File: config.mk
export PLATFORM = sky130hd
export DESIGN_NAME = apb_stream_writer
export DESIGN_NICKNAME = d
export VERILOG_FILES = /design/src/rtl/apb_stream_pkg.sv /design/src/rtl/apb_stream_fifo.sv /design/src/rtl/apb_stream_writer.sv
export SDC_FILE = /design/constraint.sdc
export NUM_CORES = 1
export LEC_CHECK = 0
export ABC_AREA = 1
export BUFFER_PORTS_ARGS = -buffer_cell sky130_fd_sc_hd__clkbuf_2
export CORE_MARGIN = 3
export CORE_UTILIZATION = 41
export CTS_CLUSTER_SIZE = 16
export DETAILED_ROUTE_END_ITERATION = 16
export HOLD_SLACK_MARGIN = 0.08
export MAX_ROUTING_LAYER = met4
export PLACE_DENSITY = 0.65
export SETUP_SLACK_MARGIN = 0.4
export SYNTH_ARGS = -nofsm -noshare
export SYNTH_HDL_FRONTEND = slang
export SYNTH_SLANG_ARGS = --single-unit
File: constraint.sdc
create_clock -name PCLK -period 2.7 [get_ports PCLK]
set_input_delay 0.54 -clock PCLK [delete_from_list [all_inputs] [get_ports PCLK]]
set_output_delay 0.54 -clock PCLK [all_outputs]
set_load 0.05 [all_outputs]
File: src/rtl/apb_stream_pkg.sv
`default_nettype none
// ============================================================================
// Module      : apb_stream_pkg
// Description : Shared types and constants for the APB stream writer:
//               - the FSM state enum
//               - the APB address width and word size
//               - the word-index to byte-address helper
// Revision    : 1.0 - initial release
// ============================================================================
package apb_stream_pkg;

  localparam int APB_AW     = 20;
  localparam int WORD_BYTES = 4;

  typedef enum logic [2:0] {
    IDLE    = 3'd0,
    SETUP   = 3'd1,
    ACCESS  = 3'd2,
    RSETUP  = 3'd3,
    RACCESS = 3'd4
  } state_t;

  // Byte address of frame word idx; the result wraps within the APB address space.
  function automatic logic [APB_AW-1:0] word_addr(input logic [APB_AW-1:0] base,
                                                  input logic [15:0]       idx);
    logic [APB_AW-1:0] off;
    off = APB_AW'(APB_AW'(idx) * WORD_BYTES);
    return base + off;
  endfunction

endpackage
`default_nettype wire

File: src/rtl/apb_stream_fifo.sv
`default_nettype none
// ============================================================================
// Module      : apb_stream_fifo
// Description : Synchronous FIFO holding {last, data} stream entries.
//   clk, rst_n   : clock, synchronous active-low reset (resets to empty)
//   push/push_data : write request; ignored when full
//   pop          : read request; ignored when empty
//   head/second  : oldest entry and the one behind it
//   full/empty   : occupancy flags; multi = at least two entries stored
// Revision    : 1.0 - initial release
// ============================================================================
module apb_stream_fifo #(
  parameter int WIDTH = 33,
  parameter int DEPTH = 2     // power of two, >= 2
) (
  input  logic             clk,
  input  logic             rst_n,
  input  logic             push,
  input  logic [WIDTH-1:0] push_data,
  input  logic             pop,
  output logic [WIDTH-1:0] head,
  output logic [WIDTH-1:0] second,
  output logic             full,
  output logic             empty,
  output logic             multi
);

  localparam int PW = $clog2(DEPTH);

  logic [WIDTH-1:0] mem [DEPTH];
  logic [PW-1:0]    rd_ptr;
  logic [PW-1:0]    wr_ptr;
  logic [PW:0]      cnt;
  logic             do_push;
  logic             do_pop;
  logic [PW-1:0]    rd_next;

  assign do_push = push & ~full;
  assign do_pop  = pop & ~empty;
  assign rd_next = rd_ptr + 1'b1;

  // DEPTH is a power of two, so the count MSB alone marks "full".
  assign full   = cnt[PW];
  assign empty  = (cnt == '0);
  assign multi  = (cnt > {{PW{1'b0}}, 1'b1});
  assign head   = mem[rd_ptr];
  assign second = mem[rd_next];

  always_ff @(posedge clk) begin
    if (!rst_n) begin
      rd_ptr <= '0;
      wr_ptr <= '0;
      cnt    <= '0;
    end else begin
      if (do_push) wr_ptr <= wr_ptr + 1'b1;
      if (do_pop)  rd_ptr <= rd_next;
      case ({do_push, do_pop})
        2'b10:   cnt <= cnt + 1'b1;
        2'b01:   cnt <= cnt - 1'b1;
        default: cnt <= cnt;
      endcase
    end
  end

  // Storage needs no reset: entries are only read while counted as valid.
  always_ff @(posedge clk) begin
    if (do_push) mem[wr_ptr] <= push_data;
  end

endmodule
`default_nettype wire

File: src/rtl/apb_stream_writer.sv
`default_nettype none
// ============================================================================
// Module      : apb_stream_writer
// Description : APB3 master that drains a 32-bit word stream into an APB SRAM,
//               one frame per pass starting at BASE_ADDR.
//   PCLK, PRESETN                : clock, synchronous active-low reset
//   s_valid/s_ready/s_data/s_last: input word stream
//   PSEL..PSLVERR                : APB3 master port (20-bit byte address)
//   frame_done, frame_words      : frame completion pulse and word count
//   overflow, slv_err, verify_err: sticky error flags, cleared by err_clr
// Build option: define APB_STREAM_WRITER_VERIFY_EN to read back every word
//               after writing it and flag mismatches on verify_err.
// Revision    : 1.0 - initial release
// ============================================================================
module apb_stream_writer
  import apb_stream_pkg::*;
#(
  parameter int                 APB_DWIDTH = 32,        // only 32 supported
  parameter logic [APB_AW-1:0]  BASE_ADDR  = 20'h00000, // must be 4-aligned
  parameter int                 DEPTH      = 512,       // frame capacity in words
  parameter int                 FIFO_DEPTH = 2          // power of two, >= 2
) (
  input  logic                  PCLK,
  input  logic                  PRESETN,
  input  logic                  s_valid,
  output logic                  s_ready,
  input  logic [APB_DWIDTH-1:0] s_data,
  input  logic                  s_last,
  output logic                  PSEL,
  output logic                  PENABLE,
  output logic                  PWRITE,
  output logic [APB_AW-1:0]     PADDR,
  output logic [APB_DWIDTH-1:0] PWDATA,
  input  logic [APB_DWIDTH-1:0] PRDATA,
  input  logic                  PREADY,
  input  logic                  PSLVERR,
  output logic                  frame_done,
  output logic [15:0]           frame_words,
  output logic                  overflow,
  output logic                  slv_err,
  output logic                  verify_err,
  input  logic                  err_clr
);

  state_t                state_q, state_d;
  logic [15:0]           idx_q, idx_next;
  logic [APB_AW-1:0]     paddr_q;
  logic [APB_DWIDTH-1:0] pwdata_q;
  logic                  frame_done_q, overflow_q, slv_err_q;
  logic [15:0]           frame_words_q;

  logic [APB_DWIDTH:0]   fifo_head, fifo_second;
  logic                  fifo_full, fifo_empty, fifo_multi;
  logic                  push, head_last, wrap;
  logic                  load, load_next, retire, xfer_done;
  logic                  unused_second_last;

  assign s_ready            = PRESETN & ~fifo_full;
  assign push               = s_valid & s_ready;
  assign head_last          = fifo_head[APB_DWIDTH];
  assign unused_second_last = fifo_second[APB_DWIDTH];

  apb_stream_fifo #(
    .WIDTH (APB_DWIDTH + 1),
    .DEPTH (FIFO_DEPTH)
  ) u_fifo (
    .clk       (PCLK),
    .rst_n     (PRESETN),
    .push      (push),
    .push_data ({s_last, s_data}),
    .pop       (retire),
    .head      (fifo_head),
    .second    (fifo_second),
    .full      (fifo_full),
    .empty     (fifo_empty),
    .multi     (fifo_multi)
  );

  // Index of the word after the head retires; a non-last word at the end of
  // the frame buffer wraps to 0 and flags overflow.
  always_comb begin
    idx_next = idx_q + 16'd1;
    wrap     = 1'b0;
    if (head_last) begin
      idx_next = '0;
    end else if (idx_q == 16'(DEPTH - 1)) begin
      idx_next = '0;
      wrap     = 1'b1;
    end
  end

  always_comb begin
    state_d   = state_q;
    load      = 1'b0;
    load_next = 1'b0;
    retire    = 1'b0;
    xfer_done = 1'b0;
    PSEL      = 1'b0;
    PENABLE   = 1'b0;
    PWRITE    = 1'b0;
    case (state_q)
      IDLE: begin
        if (!fifo_empty) begin
          load    = 1'b1;
          state_d = SETUP;
        end
      end
      SETUP: begin
        PSEL    = 1'b1;
        PWRITE  = 1'b1;
        state_d = ACCESS;
      end
      ACCESS: begin
        PSEL    = 1'b1;
        PENABLE = 1'b1;
        PWRITE  = 1'b1;
        if (PREADY) begin
          xfer_done = 1'b1;
`ifdef APB_STREAM_WRITER_VERIFY_EN
          state_d   = RSETUP;
`else
          retire    = 1'b1;
`endif
        end
      end
`ifdef APB_STREAM_WRITER_VERIFY_EN
      RSETUP: begin
        PSEL    = 1'b1;
        state_d = RACCESS;
      end
      RACCESS: begin
        PSEL    = 1'b1;
        PENABLE = 1'b1;
        if (PREADY) begin
          xfer_done = 1'b1;
          retire    = 1'b1;
        end
      end
`endif
      default: state_d = IDLE;
    endcase
    // The retiring word is still the head, so the next word is the second entry.
    if (retire) begin
      load_next = fifo_multi;
      state_d   = fifo_multi ? SETUP : IDLE;
    end
  end

  always_ff @(posedge PCLK) begin
    if (!PRESETN) begin
      state_q       <= IDLE;
      idx_q         <= '0;
      paddr_q       <= '0;
      pwdata_q      <= '0;
      frame_done_q  <= 1'b0;
      frame_words_q <= '0;
      overflow_q    <= 1'b0;
      slv_err_q     <= 1'b0;
    end else begin
      state_q <= state_d;
      if (load) begin
        paddr_q  <= word_addr(BASE_ADDR, idx_q);
        pwdata_q <= fifo_head[APB_DWIDTH-1:0];
      end else if (load_next) begin
        paddr_q  <= word_addr(BASE_ADDR, idx_next);
        pwdata_q <= fifo_second[APB_DWIDTH-1:0];
      end
      frame_done_q <= retire & head_last;
      if (retire) begin
        idx_q <= idx_next;
        if (head_last) frame_words_q <= idx_q + 16'd1;
      end
      if (retire && wrap)        overflow_q <= 1'b1;
      else if (err_clr)          overflow_q <= 1'b0;
      if (xfer_done && PSLVERR)  slv_err_q  <= 1'b1;
      else if (err_clr)          slv_err_q  <= 1'b0;
    end
  end

`ifdef APB_STREAM_WRITER_VERIFY_EN
  logic verify_err_q;
  always_ff @(posedge PCLK) begin
    if (!PRESETN) begin
      verify_err_q <= 1'b0;
    end else if (state_q == RACCESS && PREADY && PRDATA != pwdata_q) begin
      verify_err_q <= 1'b1;
    end else if (err_clr) begin
      verify_err_q <= 1'b0;
    end
  end
  assign verify_err = verify_err_q;
`else
  logic unused_prdata;
  assign unused_prdata = ^PRDATA;
  assign verify_err    = 1'b0;
`endif

  assign PADDR       = paddr_q;
  assign PWDATA      = pwdata_q;
  assign frame_done  = frame_done_q;
  assign frame_words = frame_words_q;
  assign overflow    = overflow_q;
  assign slv_err     = slv_err_q;

endmodule
`default_nettype wire

# Yosys cells after proc, flatten, opt, wreduce, memory -nomap -nowiden
# Memory sizes are Yosys's and may differ from the RTL's. A register that Yosys moved wholly into a read port is not among the register bits.
# Cells that the tools add are included.
[word_totals] word_cells=70 in_bits=71 ram_bits=66 n_memories=1 ff_bits=90 output_inout_bits=76
[mem_list] name="u_fifo.mem" depth=2 width=33 read_ports=2 rd_clocked_by_memory_dff=1 wr=1 line="apb_stream_fifo.sv:30" text="logic [WIDTH-1:0] mem [DEPTH];"
[classes] n_reduce_logical=11 n_bitwise=7 eq_ne=7 mux=27 add_sub_neg=5 order_cmp=1
[ops] op="$mux 32" count=2
[ops] op="$mux 18" count=2
[ops] op="$mux 16" count=2
[ops] op="$mux 1" count=17
[ops] op="$add 16x1->16 const B" count=1
[ops] op="$eq 16x9->1 const B" count=1
[ops] op="$pmux 3 s3" count=1
[ops] op="$reduce_bool 2->1" count=4
[ops] op="$mux 3" count=2
[ops] op="$and 1x1->1" count=5
[ops] op="$pmux 2 s2" count=1
[ops] op="$reduce_and 2->1" count=2
[ops] op="$eq 3x1->1 const B" count=1
[ops] op="$eq 3x2->1 const B" count=1
[ops] op="$logic_not 3->1" count=1
[ops] op="$ne 3x3->1 const B" count=1
[ops] op="$add 1x1->1 const B" count=2
[ops] op="$add 2x1->2 const B" count=1
[ops] op="$eq 2x1->1 const B" count=1
[ops] op="$eq 2x2->1 const B" count=1
[ops] op="$gt 2x1->1 const B" count=1
[ops] op="$logic_and 1x1->1" count=2
[ops] op="$logic_not 2->1" count=1
[ops] op="$ne 2x2->1 const B" count=1
[ops] op="3 further kinds" count=4

# Depth between registers and ports, before layout
[depth] ltp_word=6 mapped_depth=12 depth_no_buf=11

# Modules after synthesis
# From an unflattened synthesis, not the netlist that was laid out.
[unflattened] cells_unflattened=840 area_unflattened_um2=7221.9
[modules_own_cells] mod="apb_stream_writer" seq_area_each_um2=1701.6 area_per_inst_um2=4091.4 cells_per_inst=558 instances=1
[modules_own_cells] mod="apb_stream_fifo" seq_area_each_um2=2082.0 area_per_inst_um2=3130.5 cells_per_inst=282 instances=1

# Worst setup path before layout
# No wires, ideal clock.
[synth_path] kind="in2reg" start="input port PRESETN" end="memory u_fifo.mem[0][0] (enable)" required_ns=2.277 setup_ns=0.423 cell_stages=4 arrival_ns=3.101 setup_slack_ns=-0.825 n_path_buf=0 cell_sequence="clkinv_1 > nor2_1 > nand2_1 > nor2_1"
[synth_via] elab_chain_cells=5
[synth_lines] item="from (decl)" line="apb_stream_writer.sv:24" text="input logic PRESETN,"
[synth_lines] item="$and 1x1->1" line="apb_stream_writer.sv:58" text="assign s_ready = PRESETN & ~fifo_full;"
[synth_lines] item="named net s_ready" line="apb_stream_writer.sv:26" text="output logic s_ready,"
[synth_lines] item="$and 1x1->1" line="apb_stream_writer.sv:59" text="assign push = s_valid & s_ready;"
[synth_lines] item="$and 1x1->1" line="apb_stream_fifo.sv:38" text="assign do_push = push & ~full;"
[synth_lines] item="$mux 1" line="apb_stream_fifo.sv:67" text="if (do_push) mem[wr_ptr] <= push_data;"
[synth_lines] item="$mux 1 (implied by the code)" line="apb_stream_fifo.sv:67"
[synth_lines] item="to (decl)" line="apb_stream_fifo.sv:30"
# The timed path passes the listed nets, and every way through them passes these cells.

# Final worst setup path
[layout_path] start="register u_fifo.cnt[1]" end="register paddr_q[12] (netlist: PADDR[12])"
[layout_via] elab_chain_cells=4 elab_cells_between_ends=7 cone_classes="1 x order compare; 4 x mux; 2 x reduce/logical"
[layout_lines] item="from (decl)" line="apb_stream_fifo.sv:33" text="logic [PW:0] cnt;"
[layout_lines] item="from (signal assigned)" line="apb_stream_fifo.sv:58" text="2'b10: cnt <= cnt + 1'b1;"
[layout_lines] item="from (signal assigned)" line="apb_stream_fifo.sv:59" text="2'b01: cnt <= cnt - 1'b1;"
[layout_lines] item="from (signal assigned)" line="apb_stream_fifo.sv:60" text="default: cnt <= cnt;"
[layout_lines] item="$logic_not 2->1" line="apb_stream_fifo.sv:44" text="assign empty = (cnt == '0);"
[layout_lines] item="$mux 1" line="apb_stream_writer.sv:103" text="if (!fifo_empty) begin"
[layout_lines] item="$mux 1" line="apb_stream_writer.sv:101" text="case (state_q)"
[layout_lines] item="$mux 18 / $reduce_bool 2->1 (equally long branches)"
[layout_lines] item="to (signal assigned)" line="apb_stream_writer.sv:162" text="paddr_q <= word_addr(BASE_ADDR, idx_q);"
[layout_lines] item="to (signal assigned)" line="apb_stream_writer.sv:165" text="paddr_q <= word_addr(BASE_ADDR, idx_next);"
[layout_lines] item="to (decl)" line="apb_stream_writer.sv:47" text="logic [APB_AW-1:0] paddr_q;"
# Several ways; a longest one is shown, not always the timed one.
# A chain may end at the register's enable or synchronous reset.

==> qor.yml <==
outcome:
  status: "complete, no violations"
grt:
  antenna_found_initial: 1
  grt_pass1_wl_mm: 24.8
  gr-usage-all-layers_pct: 17.6
  grt_pass1_vias: 5042
  gr-total-overflow: 0
  grt_max_degree: 67
timing:
  clock_skew_ns: 0.0121
  setup_tns_ns: 0
  setup_violations: 0
  rsz0062_at_grt: "false"
  period_needed_ns: 2.02
  max_freq_ghz: 0.494
  drv_slew: 0
  period_share_pct: 74.9
  hold_viol_final: 0
  slew_headroom_pct: 38.1
  worst_pin_slew_ns: 0.927
clock_network:
  cts_buffers: 17
  cts_tree: "built"
  cts_hold_buf: 0
  root_buffer: "clkbuf_16"
  cts_sinks: 156
  clkTransAtPathRegs_ns: 0.07
  insertion_delay_ns: 0.43
  clock_path_buffers: 2
  cts_resized: 0
  cts_setup_buffers: 0
  ctsHtreeMaxLevel: 4
die:
  start_util_pct: 42.7
  die_h_um: 136
  die_w_um: 136
  rows: 46
  core_area_um2: 16200
  io_pins: 147
  dieArea_um2: 18400
synthesis:
  syn_area_um2: 6900
  postSynthCellCount: 769
  seq_area_frac_synth_pct: 54.8
  synth_flop_cell: "dfxtp_1"
  synth-seq-cells: 156
  postSynthAreaPerCell_um2: 8.98
  synth.distinct_cells: 32
  netlist_top_cells_area: "edfxtp_1 (29%), dfxtp_1 (26%), o21ai_0 (6.7%)"
  synth_top_area_share_pct: 28.7
  synth.largest_area_cell: "edfxtp_1"
  yosysWarnings: 0
  synth_edf_count: 66
  async_flop_share_pct: 0
route:
  drtIter0Drc: 397
  vias: 5495
  wl_per_cell_um: 13.8
  vias_per_cell: 5.06
  drt-total-wl_mm: 15.0
  drc_errors: 0
  drtPass1Iterations: 5
  drt.antenna.violating_nets: 0
final_layout:
  drive_above_1_share_pct: 22.0
  final_nets: 933
  stdcell_area_um2: 8180
  area_delta_synth_final_pct: 18.5
  n_fill_cell: 1528
critical_path:
  worst_ep_arrival_time_ns: 2.38
  critPathKind: "reg2reg"
  crit_fanout: 16
  crit_path_start_kind: "flop"
  crit_required_ns: 3.06
  end_kind: "flop"
  r2r_slack_ns: 0.68
power:
  powerDensity_nw_per_um2: 875
  leakage_nw: 3.21
  ir_drop_mv: 0.476
placed_design:
  place_area_um2: 7590
  io_buffer_count: 109
  routabilityCongestion: 0.833
  dp_hpwl_mm: 9.59
min_path:
  min_path_type: "in2reg"
flow_run:
  drv_cap: 0
worst max-delay path, stage by stage, from the launching register on:
cell and delay, ns:
dfxtp_1 0.34, inv_1 0.15, ha_1 0.21, inv_1 0.07, nand2_2 0.27, inv_1 0.21, nor2_4 0.42, nand3_1 0.15
a21oi_2 0.14
sequential cells by signal, indices dropped and copies added, names as in the netlist, 2 cells and up, named ones only:
signal,count
state_q,2
u_fifo.cnt,2
idx_q,16
u_fifo.mem,66
PWDATA,32
frame_words,16
PADDR,16
cell usage in the layout, fill, tap and decap left out, types with 34 or more instances in the layout:
cell      instances
nand2_1         109
clkbuf_2        108
o21ai_0          93
dfxtp_1          89
inv_1            79
a21oi_1          68
edfxtp_1         66
nor2_1           39
a31oi_1          35
o211ai_1         34
final timing paths:
path                 startpoint           endpoint  cells after the start
setup / recovery  u_fifo.cnt[1]          PADDR[12]                      8
hold / removal       s_data[23]  u_fifo.mem[1][23]                      1
setup reg to reg  u_fifo.cnt[1]          PADDR[12]                      8
hold reg to reg         slv_err            slv_err                      2
through the flow:
stage	total power, mW	cells	util [%]	setup slack (ns)	hold slack, ns
after CTS	7.22	1084	50.5	0.671	0.282
after floorplan	4.44	773	-	0.451	0.470
after global routing	7.51	1085	50.6	0.468	0.280
final	7.16	1085	50.6	0.677	0.297
after global placement	4.83	1052	46.9	0.756	0.459
after detailed placement	4.84	1052	46.9	0.724	0.458
Yosys cell counts, types with 2 or more instances:
master,number
nand2_1,109
o21ai_0,93
dfxtp_1,90
inv_1,79
a21oi_1,68
edfxtp_1,66
nor2_1,42
a31oi_1,35
o211ai_1,34
clkbuf_1,24
nand3_1,19
o21ai_1,18
buf_2,14
nand2_2,11
buf_4,9
nor2_2,9
xor2_1,8
buf_6,7
ha_1,7
inv_2,5
nand4_1,4
a21oi_2,3
nand3_2,3
nor2_4,3
nand2_4,2
power by group:
group,switching (mW),internal [mW]
Clock,1.04,1.33
Combinational,1.44,0.466
Sequential,0.163,2.72
Total,2.64,4.52
final cells by class:
type | instances | area [µm²] | share of cell area (%)
Antenna cell | 1 | 2.50 | 0.0306
Clock buffer | 19 | 443 | 5.42
Tap cell | 216 | 270 | 3.31
Multi-Input combinational cell | 477 | 2520 | 30.9
Inverter | 86 | 325 | 3.98
Timing Repair Buffer | 117 | 683 | 8.36
Clock inverter | 13 | 143 | 1.74
Sequential cell | 156 | 3780 | 46.3
per-layer routing:
metal  vias up  global-route usage, %  share of wire (%)
met5         -                      -                  0
met3        21                   5.39                6.1
met1      2521                   21.6                 44
met2       141                   27.8                 48
li1       2812                      -                  -
met4         0                   5.60                1.4
logic make-up after synthesis:
group | after synthesis | share of synthesized area (%)
adders and majority gates | 7 | 1.27
other | 1 | 0.0543
xor gates and xnor gates | 8 | 1.02
buffers and inverters | 140 | 9.15
and+or+nand+nor | 204 | 13.2
AOI/OAI and AO/OA | 253 | 20.5
DFF | 156 | 54.8
No activity file was read; power rests on OpenSTA's default activity.
